==> config.mk <==
export PLATFORM = sky130hd
export DESIGN_NAME = fetch_unit
export DESIGN_NICKNAME = d
export VERILOG_FILES = /design/src/rtl/fetch_unit.sv
export SDC_FILE = /design/constraint.sdc
export NUM_CORES = 1
export LEC_CHECK = 0
export BUFFER_PORTS_ARGS = -buffer_cell sky130_fd_sc_hd__buf_2
export CORE_UTILIZATION = 45
export CTS_CLUSTER_DIAMETER = 120
export DETAILED_ROUTE_END_ITERATION = 16
export GPL_ROUTABILITY_DRIVEN = 1
export HOLD_SLACK_MARGIN = 0.08
export MAX_ROUTING_LAYER = met4
export PLACE_DENSITY_LB_ADDON = 0.3
export SLEW_MARGIN = 30
export SYNTH_ARGS = -nofsm -noshare
export SYNTH_HDL_FRONTEND = slang
export SYNTH_SLANG_ARGS = --single-unit
==> constraint.sdc <==
create_clock -name clk -period 2.11 [get_ports clk]
set_input_delay 0.422 -clock clk [delete_from_list [all_inputs] [get_ports clk]]
set_output_delay 0.422 -clock clk [all_outputs]
set_load 0.05 [all_outputs]
==> src/rtl/fetch_unit.sv <==
// -----------------------------------------------------------------------------
// fetch_unit
// Instruction fetch stage sitting directly after the program counter. It
// samples the PC, issues a read to instruction memory, captures the returned
// word into the instruction register and hands it to the decoder through a
// valid/ready handshake. A one-cycle pc_increment pulse is produced once per
// completed fetch and is the only thing that advances the PC.
//
// Ports
//   clk          in   system clock, all state changes on the rising edge
//   reset        in   synchronous active-high reset, aborts any fetch
//   enable       in   run control, sampled in IDLE and on the HOLD accept edge
//   pc           in   current PC value (AW bits)
//   pc_increment out  registered one-cycle pulse to the PC
//   mem_addr     out  registered instruction memory address (AW bits)
//   mem_rd       out  registered read request
//   mem_rdata    in   read data, valid while mem_ready=1 (DW bits)
//   mem_ready    in   memory completes the read on this edge
//   ir           out  instruction register (DW bits)
//   ir_valid     out  ir holds an unconsumed instruction
//   ir_ready     in   decoder accepts ir
//   fetch_err    out  sticky memory-timeout flag
// -----------------------------------------------------------------------------
module fetch_unit #(
  parameter int AW      = 16,
  parameter int DW      = 16,
  parameter int TIMEOUT = 15
) (
  input  logic          clk,
  input  logic          reset,
  input  logic          enable,
  input  logic [AW-1:0] pc,
  output logic          pc_increment,
  output logic [AW-1:0] mem_addr,
  output logic          mem_rd,
  input  logic [DW-1:0] mem_rdata,
  input  logic          mem_ready,
  output logic [DW-1:0] ir,
  output logic          ir_valid,
  input  logic          ir_ready,
  output logic          fetch_err
);

  // Counter wide enough to hold values 0..TIMEOUT.
  localparam int CW = (TIMEOUT < 2) ? 1 : $clog2(TIMEOUT + 1);
  localparam logic [CW-1:0] CNT_LAST = CW'(TIMEOUT - 1);

  typedef enum logic [2:0] {
    S_IDLE = 3'd0,
    S_ADDR = 3'd1,
    S_REQ  = 3'd2,
    S_HOLD = 3'd3,
    S_ERR  = 3'd4
  } state_t;

  state_t        state_q, state_d;
  logic [CW-1:0] wait_cnt_q, wait_cnt_d;
  logic [AW-1:0] mem_addr_q, mem_addr_d;
  logic          mem_rd_q, mem_rd_d;
  logic [DW-1:0] ir_q, ir_d;
  logic          ir_valid_q, ir_valid_d;
  logic          pc_inc_q, pc_inc_d;
  logic          fetch_err_q, fetch_err_d;

  // The timeout fires on the not-ready edge that brings the count to TIMEOUT.
  logic          timeout_s;
  assign timeout_s = (wait_cnt_q == CNT_LAST);

  // State and output registers; reset wins over everything, including a
  // mem_ready that coincides with it.
  always_ff @(posedge clk) begin
    if (reset) begin
      state_q     <= S_IDLE;
      wait_cnt_q  <= '0;
      mem_addr_q  <= '0;
      mem_rd_q    <= 1'b0;
      ir_q        <= '0;
      ir_valid_q  <= 1'b0;
      pc_inc_q    <= 1'b0;
      fetch_err_q <= 1'b0;
    end else begin
      state_q     <= state_d;
      wait_cnt_q  <= wait_cnt_d;
      mem_addr_q  <= mem_addr_d;
      mem_rd_q    <= mem_rd_d;
      ir_q        <= ir_d;
      ir_valid_q  <= ir_valid_d;
      pc_inc_q    <= pc_inc_d;
      fetch_err_q <= fetch_err_d;
    end
  end

  // Next-state logic.
  always_comb begin
    state_d = state_q;
    case (state_q)
      S_IDLE: begin
        if (enable) state_d = S_ADDR;
        else        state_d = S_IDLE;
      end
      S_ADDR: state_d = S_REQ;
      S_REQ: begin
        if (mem_ready)      state_d = S_HOLD;
        else if (timeout_s) state_d = S_ERR;
        else                state_d = S_REQ;
      end
      S_HOLD: begin
        if (ir_ready) state_d = enable ? S_ADDR : S_IDLE;
        else          state_d = S_HOLD;
      end
      S_ERR:   state_d = S_ERR;
      default: state_d = S_IDLE;
    endcase
  end

  // Next values of the registered outputs and the wait counter. The ADDR
  // cycle exists so the PC, bumped by the pulse issued in the first HOLD
  // cycle, has settled before it is sampled.
  always_comb begin
    wait_cnt_d  = wait_cnt_q;
    mem_addr_d  = mem_addr_q;
    mem_rd_d    = mem_rd_q;
    ir_d        = ir_q;
    ir_valid_d  = ir_valid_q;
    pc_inc_d    = 1'b0;
    fetch_err_d = fetch_err_q;
    case (state_q)
      S_IDLE: begin
        mem_rd_d = 1'b0;
      end
      S_ADDR: begin
        mem_addr_d = pc;
        mem_rd_d   = 1'b1;
        wait_cnt_d = '0;
      end
      S_REQ: begin
        if (mem_ready) begin
          ir_d       = mem_rdata;
          ir_valid_d = 1'b1;
          mem_rd_d   = 1'b0;
          pc_inc_d   = 1'b1;
        end else begin
          wait_cnt_d = wait_cnt_q + CW'(1);
          if (timeout_s) begin
            mem_rd_d    = 1'b0;
            fetch_err_d = 1'b1;
          end else begin
            mem_rd_d    = 1'b1;
          end
        end
      end
      S_HOLD: begin
        if (ir_ready) ir_valid_d = 1'b0;
        else          ir_valid_d = 1'b1;
      end
      S_ERR: begin
        mem_rd_d    = 1'b0;
        ir_valid_d  = 1'b0;
        fetch_err_d = 1'b1;
      end
      default: begin
        mem_rd_d   = 1'b0;
        ir_valid_d = 1'b0;
      end
    endcase
  end

  assign pc_increment = pc_inc_q;
  assign mem_addr     = mem_addr_q;
  assign mem_rd       = mem_rd_q;
  assign ir           = ir_q;
  assign ir_valid     = ir_valid_q;
  assign fetch_err    = fetch_err_q;

endmodule

==> impl_metrics.xml <==
<?xml version="1.0" encoding="UTF-8"?>
<metrics>
  <group name="run_status">
    <metric name="run_status" unit="">completed</metric>
  </group>
  <group name="yosys">
    <metric name="postSynth.asyncResetShare" unit="%">0</metric>
    <metric name="ys_seq_area_share" unit="%">52.4</metric>
    <metric name="synth.avg_cell_area" unit="sq um">8.14</metric>
    <metric name="synthFlopType" unit="">sky130_fd_sc_hd__dfxtp_1</metric>
    <metric name="synth_top_area_cell" unit="">sky130_fd_sc_hd__dfxtp_1</metric>
    <metric name="post_synth_inst_count" unit="">202</metric>
    <metric name="yosys_warnings" unit="">0</metric>
    <metric name="synth-seq-cells" unit="">43</metric>
    <metric name="synth.top_cell.area_share" unit="%">52.4</metric>
    <metric name="synth_edf_count" unit="">0</metric>
    <metric name="post-synth-top-count-cell" unit="">sky130_fd_sc_hd__nand2_1</metric>
    <metric name="synth.top_cells.by_count" unit="">sky130_fd_sc_hd__nand2_1, sky130_fd_sc_hd__dfxtp_1, sky130_fd_sc_hd__a21oi_1</metric>
    <metric name="yosys-top-cells-area" unit="">sky130_fd_sc_hd__dfxtp_1, sky130_fd_sc_hd__nand2_1, sky130_fd_sc_hd__a21oi_1, sky130_fd_sc_hd__clkbuf_1, sky130_fd_sc_hd__ha_1</metric>
    <metric name="postSynthNetCount" unit="">241</metric>
    <metric name="syn_area" unit="sq um">1640</metric>
    <metric name="synth.distinct_cells" unit="">31</metric>
  </group>
  <group name="min_path">
    <metric name="worst_hold_path.num_cells" unit="">3</metric>
    <metric name="holdCritStartpoint" unit="">pc[7]</metric>
    <metric name="whs_endpoint" unit="">mem_addr[7]$_SDFFE_PP0P_</metric>
    <metric name="worst_hold_path_type" unit="">in -&gt; reg</metric>
  </group>
  <group name="global_route">
    <metric name="grt_first_pass_wirelength" unit="um">5960</metric>
    <metric name="pin_count_of_the_biggest_net_entering_global_routing" unit="">31</metric>
    <metric name="via_count_of_the_first_global_routing_pass" unit="">1413</metric>
    <metric name="grt.total_usage" unit="%">19.6</metric>
    <metric name="antenna_found_initial" unit="">0</metric>
    <metric name="gr-total-overflow" unit="">0</metric>
  </group>
  <group name="worst_setup_path">
    <metric name="worst_path_largest_cell_delay" unit="ns">0.62</metric>
    <metric name="critical-path-top-delay-family" unit="">simple AND/OR/NAND/NOR gates</metric>
    <metric name="crit_path_cell_trace" unit="">or4b_1 &gt; or3_1 &gt; a21oi_1</metric>
    <metric name="worstPathArrival" unit="ns">2.08</metric>
    <metric name="timing.setup.critical_path_class" unit="">reg -&gt; reg</metric>
    <metric name="crit_path_max_fanout" unit="">14</metric>
    <metric name="start_kind" unit="">flop</metric>
    <metric name="crit_path_end_kind" unit="">flop</metric>
    <metric name="reg2reg_to" unit="">wait_cnt_q[3]$_SDFFE_PP0P_</metric>
    <metric name="cp.buffers_inverters" unit="">0</metric>
    <metric name="reg2reg_from" unit="">state_q[1]$_SDFF_PP0_</metric>
    <metric name="ff2ff_setup_slack" unit="ns">0.31</metric>
    <metric name="critPathSlowestCell" unit="">sky130_fd_sc_hd__or4b_1</metric>
    <metric name="timing.critical_path.from" unit="">state_q[1]$_SDFF_PP0_</metric>
    <metric name="rr_worst_depth" unit="">3</metric>
    <metric name="cp.required" unit="ns">2.39</metric>
  </group>
  <group name="timing">
    <metric name="worst_hold_slack" unit="ns">0.307</metric>
    <metric name="grt_setup_unrepaired" unit="">false</metric>
    <metric name="slew_headroom" unit="%">52.6</metric>
    <metric name="tightestPinTransition" unit="ns">0.708</metric>
    <metric name="timing.clock.skew" unit="ns">0.00529</metric>
    <metric name="post-route-period-util" unit="%">85.5</metric>
    <metric name="final_max_slew_viol_count" unit="">0</metric>
    <metric name="setup_violations" unit="">0</metric>
    <metric name="finalHoldViolCount" unit="">0</metric>
    <metric name="setup_tns" unit="ns">0</metric>
    <metric name="min_period" unit="ns">1.80</metric>
    <metric name="max_freq" unit="GHz">0.555</metric>
  </group>
  <group name="clock_tree">
    <metric name="worst_skew_pair.late_latency" unit="ns">0.34</metric>
    <metric name="clock_tree_from_tritoncts" unit="">yes</metric>
    <metric name="clkSinkCount" unit="">43</metric>
    <metric name="tritoncts.num_buffers" unit="">5</metric>
    <metric name="cts-root-to-sink-buffers" unit="">2</metric>
    <metric name="cts_root_buffer" unit="">sky130_fd_sc_hd__clkbuf_4</metric>
    <metric name="ctsHtreeMaxLevel" unit="">2</metric>
    <metric name="hold_fix_buffers_cts" unit="">0</metric>
    <metric name="post_cts_resize_count" unit="">0</metric>
    <metric name="cts.repair_timing.setup_buffer_count" unit="">0</metric>
    <metric name="clk_transition_reported_paths" unit="ns">0.12</metric>
  </group>
  <group name="placement">
    <metric name="io_buffer_count" unit="">72</metric>
    <metric name="place.detailed.instances" unit="">307</metric>
    <metric name="dp_hpwl" unit="um">2510</metric>
    <metric name="place_congestion" unit="">0.712</metric>
  </group>
  <group name="cells_and_area">
    <metric name="final_cells" unit="">314</metric>
    <metric name="layout-area-overhead-vs-synth" unit="%">25.5</metric>
    <metric name="layout_cells_sized_above_1" unit="%">32.8</metric>
    <metric name="final_core_utilization" unit="%">60.4</metric>
    <metric name="finish.net_count" unit="">307</metric>
    <metric name="ant_diodes" unit="">0</metric>
  </group>
  <group name="power">
    <metric name="power.density_cell_area" unit="nW/um^2">789</metric>
    <metric name="max-vdd-ir-drop" unit="mV">0.611</metric>
    <metric name="leakage" unit="nW">0.926</metric>
  </group>
  <group name="floorplan">
    <metric name="num_io_pins" unit="">73</metric>
    <metric name="chipWidth" unit="um">62.4</metric>
    <metric name="core" unit="sq um">3420</metric>
    <metric name="chipHeight" unit="um">62.4</metric>
    <metric name="floorplan.initialDensity" unit="%">48.1</metric>
    <metric name="placement_rows" unit="">21</metric>
    <metric name="die_area" unit="sq um">3900</metric>
  </group>
  <group name="routing">
    <metric name="finalWirelength" unit="um">3530</metric>
    <metric name="routed-via-count" unit="">1549</metric>
    <metric name="route.detailed.wl_per_inst" unit="um">11.3</metric>
    <metric name="ratio_of_routed_vias_to_standard_cells" unit="">4.93</metric>
    <metric name="drt_pass1_iterations" unit="">4</metric>
    <metric name="violation_count_after_the_first_detailed_route_iteration" unit="">56</metric>
    <metric name="drc" unit="">0</metric>
    <metric name="detail-route-antenna-nets" unit="">0</metric>
  </group>
  <group name="run">
    <metric name="cap_violations" unit="">0</metric>
  </group>
</metrics>
[metal layers]
layer | GRT usage (%) | vias to the layer above | wire length [um] | share of wire, %
met5 | - | - | 0 | 0
met4 | 7.85 | 0 | 30 | 0.85
met3 | 4.56 | 4 | 152 | 4.3
met2 | 31.8 | 37 | 1750 | 50
met1 | 23.4 | 704 | 1600 | 45
li1 | - | 804 | - | -
[power breakdown]
part	internal (mW)	total, mW	switching (mW)
Clock	0.155	0.397	0.243
Sequential	0.856	0.890	0.0335
Combinational	0.0977	0.341	0.243
Total	1.11	1.63	0.519
[final cells by class]
class                      instances  area, sq um
clock buffer                       6         51.3
clock inverter                     1         5.00
fill                             343         1350
inverter                           3         11.3
multi-input combinational        141          702
sequential                        43          861
tap                               46         57.6
timing repair buffer              74          375
[worst max path at each step]
stage / endpoint / slack (ns) / cells past startpoint
floorplan: wait_cnt_q[3]$_SDFFE_PP0P_ / 0.51 / 5
global placement: wait_cnt_q[3]$_SDFFE_PP0P_ / 0.39 / 4
detailed placement: wait_cnt_q[3]$_SDFFE_PP0P_ / 0.35 / 3
CTS: wait_cnt_q[3]$_SDFFE_PP0P_ / 0.32 / 3
global route: wait_cnt_q[3]$_SDFFE_PP0P_ / 0.22 / 3
finish: wait_cnt_q[3]$_SDFFE_PP0P_ / 0.31 / 3
[cells in the final DEF, fill, tap and decap left out, drive strengths merged, types with 3 or more instances in the layout]
| master | n |
|---|---|
| a21oi | 39 |
| buf | 74 |
| clkbuf | 6 |
| dfxtp | 43 |
| inv | 3 |
| nand2 | 69 |
| nor2 | 3 |
| o21ai | 3 |
[worst min-delay path, stage by stage]
cell and delay (ns):
sky130_fd_sc_hd__buf_2 0.10, sky130_fd_sc_hd__nand2_1 0.04, sky130_fd_sc_hd__a21oi_1 0.05
[flip-flops by register name (all words and copies together), names as in the netlist]
register and cells:
wait_cnt_q 4, mem_addr 16, pc_increment 1, state_q 3, fetch_err 1, mem_rd 1, ir_valid 1, ir 16
[cell families after synthesis]
| group | Yosys count | share of synthesized area, % |
|---|---|---|
| flops | 43 | 52.4 |
| compound gates | 47 | 15.2 |
| buf+inv | 18 | 4.95 |
| simple gates | 92 | 26.0 |
| fa+ha+maj | 2 | 1.52 |
[stage by stage]
step	worst slack [ns]	power, mW	area, sq um
final	0.307	1.63	2060
after global routing	0.220	1.71	2060
after CTS	0.323	1.64	2060
after detailed placement	0.347	1.25	2010
after global placement	0.386	1.25	2010
after floorplan	0.514	1.16	1640
Power figures use the tool's default switching activity.
